$ cat config.mk
export PLATFORM = sky130hd
export DESIGN_NAME = byte_unstriper
export DESIGN_NICKNAME = d
export VERILOG_FILES = /design/src/rtl/byte_unstriper.sv
export SDC_FILE = /design/constraint.sdc
export NUM_CORES = 1
export LEC_CHECK = 0
export ABC_AREA = 1
export CORE_ASPECT_RATIO = 1.1
export CORE_MARGIN = 8
export CORE_UTILIZATION = 44
export DETAILED_ROUTE_END_ITERATION = 8
export PLACE_DENSITY = 0.71
export SYNTH_ARGS = -nofsm -noshare
export SYNTH_HDL_FRONTEND = slang
export SYNTH_SLANG_ARGS = --single-unit
export TNS_END_PERCENT = 1
$ cat constraint.sdc
create_clock -name clk_2f -period 1.4 [get_ports clk_2f]
set_clock_uncertainty 0.05 [all_clocks]
set_input_delay 0.35 -clock clk_2f [delete_from_list [all_inputs] [get_ports clk_2f]]
set_output_delay 0.35 -clock clk_2f [all_outputs]
set_load 0.05 [all_outputs]
$ cat src/rtl/byte_unstriper.sv
// Receive-side two-lane byte unstriper: re-interleaves lane 0 (even) and lane 1 (odd)
// bytes, each held for two clk_2f cycles, into one byte stream at the clk_2f rate.
//
// state | meaning
// IDLE  | unlocked; waiting for the first lane-0 valid to fix the capture phase
// RUN   | locked; capture on phase=0 edges, emit h0 then h1 alternately
module byte_unstriper #(
   parameter int DATA_WIDTH    = 8,
   parameter int IDLE_CAPTURES = 2,
   parameter int ERR_CNT_WIDTH = 8
) (
   input  logic                     clk_2f,
   input  logic                     reset,
   input  logic [DATA_WIDTH-1:0]    data_stripe_0,
   input  logic                     valid_stripe_0,
   input  logic [DATA_WIDTH-1:0]    data_stripe_1,
   input  logic                     valid_stripe_1,
   output logic [DATA_WIDTH-1:0]    data_unstriped,
   output logic                     valid_unstriped,
   output logic                     stripe_error,
   output logic [ERR_CNT_WIDTH-1:0] err_count,
   output logic                     locked
);

   typedef enum logic {IDLE, RUN} state_t;

   localparam logic [3:0]               IDLE_LIMIT = 4'(IDLE_CAPTURES);
   localparam logic [3:0]               IDLE_ONE   = 4'd1;
   localparam logic [ERR_CNT_WIDTH-1:0] ERR_ONE    = ERR_CNT_WIDTH'(1);

   state_t                  state, state_nxt;
   logic                    phase, phase_nxt;
   logic [DATA_WIDTH-1:0]   h0, h1, h0_nxt, h1_nxt;
   logic                    hv0, hv1, hv0_nxt, hv1_nxt;
   logic [3:0]              idle_cnt, idle_cnt_nxt;
   logic [DATA_WIDTH-1:0]   data_nxt;
   logic                    valid_nxt;
   logic                    err_nxt;
   logic [ERR_CNT_WIDTH-1:0] cnt_nxt;

   always_ff @(posedge clk_2f) begin
      if (reset) begin
         state           <= IDLE;
         phase           <= 1'b0;
         h0              <= '0;
         h1              <= '0;
         hv0             <= 1'b0;
         hv1             <= 1'b0;
         idle_cnt        <= '0;
         data_unstriped  <= '0;
         valid_unstriped <= 1'b0;
         stripe_error    <= 1'b0;
         err_count       <= '0;
      end else begin
         state           <= state_nxt;
         phase           <= phase_nxt;
         h0              <= h0_nxt;
         h1              <= h1_nxt;
         hv0             <= hv0_nxt;
         hv1             <= hv1_nxt;
         idle_cnt        <= idle_cnt_nxt;
         data_unstriped  <= data_nxt;
         valid_unstriped <= valid_nxt;
         stripe_error    <= err_nxt;
         err_count       <= cnt_nxt;
      end
   end

   always_comb begin
      state_nxt    = state;
      phase_nxt    = phase;
      h0_nxt       = h0;
      h1_nxt       = h1;
      hv0_nxt      = hv0;
      hv1_nxt      = hv1;
      idle_cnt_nxt = idle_cnt;
      data_nxt     = '0;
      valid_nxt    = 1'b0;
      err_nxt      = 1'b0;
      cnt_nxt      = err_count;
      case (state)
         IDLE: begin
            if (valid_stripe_0) begin
               h0_nxt       = data_stripe_0;
               hv0_nxt      = 1'b1;
               h1_nxt       = data_stripe_1;
               hv1_nxt      = valid_stripe_1;
               idle_cnt_nxt = '0;
               phase_nxt    = 1'b1;
               state_nxt    = RUN;
            end
         end
         RUN: begin
            if (phase) begin
               valid_nxt = hv0;
               data_nxt  = hv0 ? h0 : '0;
               phase_nxt = 1'b0;
            end else begin
               // The lane 1 slot of the current pair is emitted on this edge in every case.
               valid_nxt = hv1;
               data_nxt  = hv1 ? h1 : '0;
               if (idle_cnt >= IDLE_LIMIT) begin
                  state_nxt    = IDLE;
                  phase_nxt    = 1'b0;
                  idle_cnt_nxt = '0;
                  h0_nxt       = '0;
                  h1_nxt       = '0;
                  hv0_nxt      = 1'b0;
                  hv1_nxt      = 1'b0;
               end else begin
                  h0_nxt    = data_stripe_0;
                  hv0_nxt   = valid_stripe_0;
                  h1_nxt    = data_stripe_1;
                  hv1_nxt   = valid_stripe_1;
                  phase_nxt = 1'b1;
                  if (!valid_stripe_0 && !valid_stripe_1)
                     idle_cnt_nxt = idle_cnt + IDLE_ONE;
                  else
                     idle_cnt_nxt = '0;
                  if (!valid_stripe_0 && valid_stripe_1) begin
                     err_nxt = 1'b1;
                     if (err_count != '1)
                        cnt_nxt = err_count + ERR_ONE;
                  end
               end
            end
         end
         default: state_nxt = IDLE;
      endcase
   end

   assign locked = (state == RUN);

endmodule

; ---- After elaboration in Yosys (flattened, before gate mapping)
; Index checks and enable logic that the tools add are counted.
; W data, S select, Z words.
[totals]
reg_bits = 42
output_inout_bits = 19
wordCells = 60
[op_classes]
add_sub_neg = 2
magnitude_cmp = 1
n_eq_ne = 3
mux = 32
bitwise_logic = 3
n_reduce_logical = 8
[op_table]
columns = operator, count
row1 = $mux W8, 9
row2 = $pmux W8 S2, 2
row3 = $mux W4, 4
row4 = $mux W1, 12
row5 = $add A8 B1 Y8 const B, 1
row6 = $ne A8 B8 Y1 const B, 1
row7 = $pmux W1 S2, 4
row8 = $pmux W4 S2, 1
row9 = $reduce_and A5 Y1, 1
row10 = $add A4 B1 Y4 const B, 1
row11 = $ge A4 B2 Y1 const B, 1
row12 = $ne A2 B2 Y1 const B, 2
row13 = $reduce_or A4 Y1, 1
row14 = $not A1 Y1, 3
row15 = $logic_and A1 B1 Y1, 2
row16 = $logic_not A1 Y1, 2
row17 = $reduce_and A2 Y1, 1
row18 = $reduce_or A2 Y1, 1

; ---- Depth between registers and ports, before layout
[logic_depth]
word_depth = 6
ltp_mapped = 9
ltp_nobuf = 9

; ---- Least setup slack after synthesis
; OpenSTA, ideal clock, no wires.
[synth_timing]
kind = register to register
from = register err_count[1]
to = register err_count[1]
setup_time_ns = 0.116
arrival_ns = 1.540
path_slack_ns = -0.306
path_stages_with_launch = 9
path_buffers = 0
period_less_slack_ns = 1.706
path_cell_list = dfxtp_1 ha_1 nand2_1 nor2_1 nand2_1 inv_1 nor2_4 nor2_1 nor2_1
[synth_via]
elab_chain_cells = 2
elab_cells_between_ends = 3
classes_between = add/sub: 1 / eq/ne: 1 / reduce/logical: 1
[synth_rtl]
columns = element, line
row1 = start: declaration, 21  ; output logic [ERR_CNT_WIDTH-1:0] err_count,
row2 = start signal: assignment, 65  ; err_count <= cnt_nxt;
row3 = "parallel branches: the longest is 2 deep, another holds $add A8 B1 Y8", n/a
; Several ways; the timed one is not identified.
; A chain may end at the register's enable or synchronous reset.

; ---- Worst setup path in the final report
[layout_timing]
from = register idle_cnt[0]
to = register err_count[5]
[layout_via]
elab_chain_cells = 3
[layout_rtl]
columns = element, line
row1 = start: declaration, 35  ; logic [3:0] idle_cnt, idle_cnt_nxt;
row2 = start signal: assignment, 61  ; idle_cnt <= idle_cnt_nxt;
row3 = $ge A4 B2 Y1, 102  ; if (idle_cnt >= IDLE_LIMIT) begin
row4 = $not A1 Y1 (no line), n/a
row5 = $reduce_and A5 Y1 (no line), n/a
; No other way between the ends.

==> run summary <==
CTS max path bufs -> 2
R2R Path Start -> idle_cnt[0]
Total global-route track usage -> 0.132
Synth top area share -> 0.478
Placed cell count -> 341
Starting density of the core -> 0.451
Area post-placement -> 2530 um2
Core box area -> 3900 um2
Largest area contributor in the netlist -> dfxtp_1
Buffers on Ports -> 38
Nets -> 324
CTS tree -> done
Max VDD drop -> 0.736 mV
Cts bufs inserted -> 5
Multi-input gate area -> 892 um2
Reg2Reg Depth -> 9
Layout cells sized above 1 -> 0.281
CP startpoint kind -> flip-flop
Die height -> 82.3 um
First-pass iteration count of the detailed router -> 4
GRT overflow -> 0
Vias in the first global route -> 1597
Post-CTS Hold Buffers -> 0
Post-route ant nets -> 0
Drt total wl -> 4.21 mm
N_diodes -> 0
Status -> finished, final reports clean
Cells after Synth -> 238
Arrival time at the worst endpoint -> 1.53 ns
Routed wire per std cell -> 11.9 um
Filler cell count -> 307
Sequential cell area -> 848 um2
Crit Reg-Reg Endpoint -> err_count[5]
CP Capture Type -> flip-flop
First-pass GRT wire length -> 6.83 mm
Least-Margin Pin Slew -> 0.295 ns
Mapped Nets -> 261
CP cell instances -> inv_2, ha_4, inv_2, nand2_2, nor2_4, nand2_2, nor2_4, nand2_1, a21oi_1
P&R area growth vs syn -> 56.3%
Achievable clock frequency -> 735 MHz
CP startpoint -> idle_cnt[0]
RSZ-0062 raised after global routing -> true
Synth cell types -> 23
Die ar. -> 6280 um2
Remaining DRCs -> 0
Hold-critical path endpoint -> data_unstriped[1]
Routed via count -> 1709
Post-Route Utilization -> 0.704
Hold Startpoint -> h1[1]
CP Data Required Time -> 1.57 ns
Crit path max fanout -> 8
Count leader, synth -> nand2_1
Crit path max-delay cell type -> dfxtp_2
Post-synthesis area per instance -> 7.39 um2
Largest net degree at the start of global routing -> 26
Final std cells w/o fill -> 354
Fin. max-slew vios -> 0
Synthesis Warnings -> 0
Die Span X -> 76.3 um
TritonCTS Sinks -> 42
Initial DRC count -> 158
Final-report hold violation count -> 0
Fraction of registers with async set/reset -> 0
Worst hold stages -> 2
Hold_ws -> 0.405 ns
Main synth FF type -> dfxtp_1
Max cap viols -> 0
Fin crit share -> 0.972
# setup viols final -> 0
Leakage -> 1.17 nW
Synth Cell Area -> 1760 um2
Register area share after synthesis -> 0.478
GP Congestion -> 0.824
Initial antenna violation count -> 0
Worst stage delay on the critical path -> 0.34 ns
Worst-Skew Late Latency -> 0.29 ns
Top cells by count, synth -> 75 x nand2_1, 42 x dfxtp_1, 36 x a21oi_1, 18 x inv_1, 17 x nor2_1
Flops & latches, synth -> 42
Period minus WS final -> 1.36 ns
Top post-synthesis cells by area -> dfxtp_1 48%, nand2_1 16%, a21oi_1 10%, inv_1 3.8%, nor2_1 3.6%
Via density -> 4.83
Clk pin slew, worst setup/hold paths -> 0.08 ns
Critical path class -> reg2reg
Slew margin rel. -> 0.803
PwrDens -> 883 nW/um2
Rows -> 24
Detailed Place HPWL -> 3.03 mm
Worst hold path class -> reg2reg
# IOs -> 39
CTS root buf -> clkbuf_8
Final Instance Area -> 2750 um2
H-tree levels -> 2
Final setup TNS -> 0 ns
Post-synth EDFFs -> 0
Reg2reg setup slack -> 0.04 ns
where the power goes:
group / leakage [nW] / internal (mW) / switching (mW) / total, mW
registers: 0.347 / 1.26 / 0.0380 / 1.29
logic: 0.774 / 0.168 / 0.177 / 0.344
clock network: 0.0482 / 0.398 / 0.392 / 0.790
total: 1.17 / 1.82 / 0.607 / 2.43
per-stage QoR:
step	total power [mW]	setup slack, ns
6_report	2.43	0.0396
5_1_grt	2.55	-0.0598
4_1_cts	2.44	-0.00830
3_5_place_dp	1.65	-0.329
3_3_place_gp	1.64	-0.291
2_1_floorplan	1.49	-0.108
flip-flops by register name, indices dropped and copies added (netlist names), 4 cells and up:
register and flops:
data_unstriped 8, err_count 8, h0 8, h1 8, idle_cnt 4
area by class of cell:
class | count | share of cell area
clock buffers | 7 | 0.0314
clock inverters | 1 | 0.00182
inverters | 19 | 0.0259
multi-input cells | 170 | 0.325
flip-flops and latches | 42 | 0.309
well taps | 52 | 0.0237
repair buffers | 63 | 0.284
worst max-delay path: cells and delay by family, from the launching register on:
| kind | cells | cell delay [ns] |
|---|---|---|
| DFF | 1 | 0.34 |
| adders and majority gates | 1 | 0.14 |
| buffers and inverters | 2 | 0.10 |
| and+or+nand+nor | 5 | 0.53 |
| AOI/OAI and AO/OA | 1 | 0.14 |
cells by family (layout without fill, tap and decap cells):
family,after synthesis,in the layout,share of synthesized area
and+or+nand+nor,105,105,0.245
AOI/OAI and AO/OA,58,58,0.169
DFF,42,42,0.478
buffers and inverters,26,90,0.0668
xor gates and xnor gates,4,4,0.0199
adders and majority gates,3,3,0.0213
timing repair:
action	4_1_cts	5_1_grt
pin swaps	10	8
setup buffers	2	3
endpoints found under the hold margin	0	0
resized for setup	17	17
endpoints found under the setup margin	9	29
how the worst max path moves through the flow:
stage                         to  cells after the start
floorplan           err_count[1]                      7
global placement    err_count[7]                      8
detailed placement  err_count[6]                      8
CTS                 err_count[3]                      9
global route        err_count[5]                      9
finish              err_count[5]                      9
layer usage:
metal | GRT usage | up-vias | share of wire
met2 | 0.248 | 40 | 0.50
met3 | 0.0325 | 4 | 0.054
met1 | 0.143 | 776 | 0.43
met5 | 0 | - | 0
met4 | 0.0519 | 0 | 0.012
li1 | - | 889 | -
placed cells by master, fill, tap and decap left out, types with 2 or more instances in the layout:
cell             count
a21oi_2              5
buf_12              21
dfxtp_1             36
nand2_2              8
o21ai_0              7
clkbuf_8             6
inv_1               13
nand3_1              3
dfxtp_2              6
buf_4               23
dlygate4sd2_1        2
clkdlybuf4s50_1     17
nor2_1              15
a21oi_1             31
inv_2                6
ha_4                 2
nand2_1             69
nor2_4               3
o21ai_1             14
xor2_1               4
nand3b_1             2
Power figures use the tool's default switching activity.
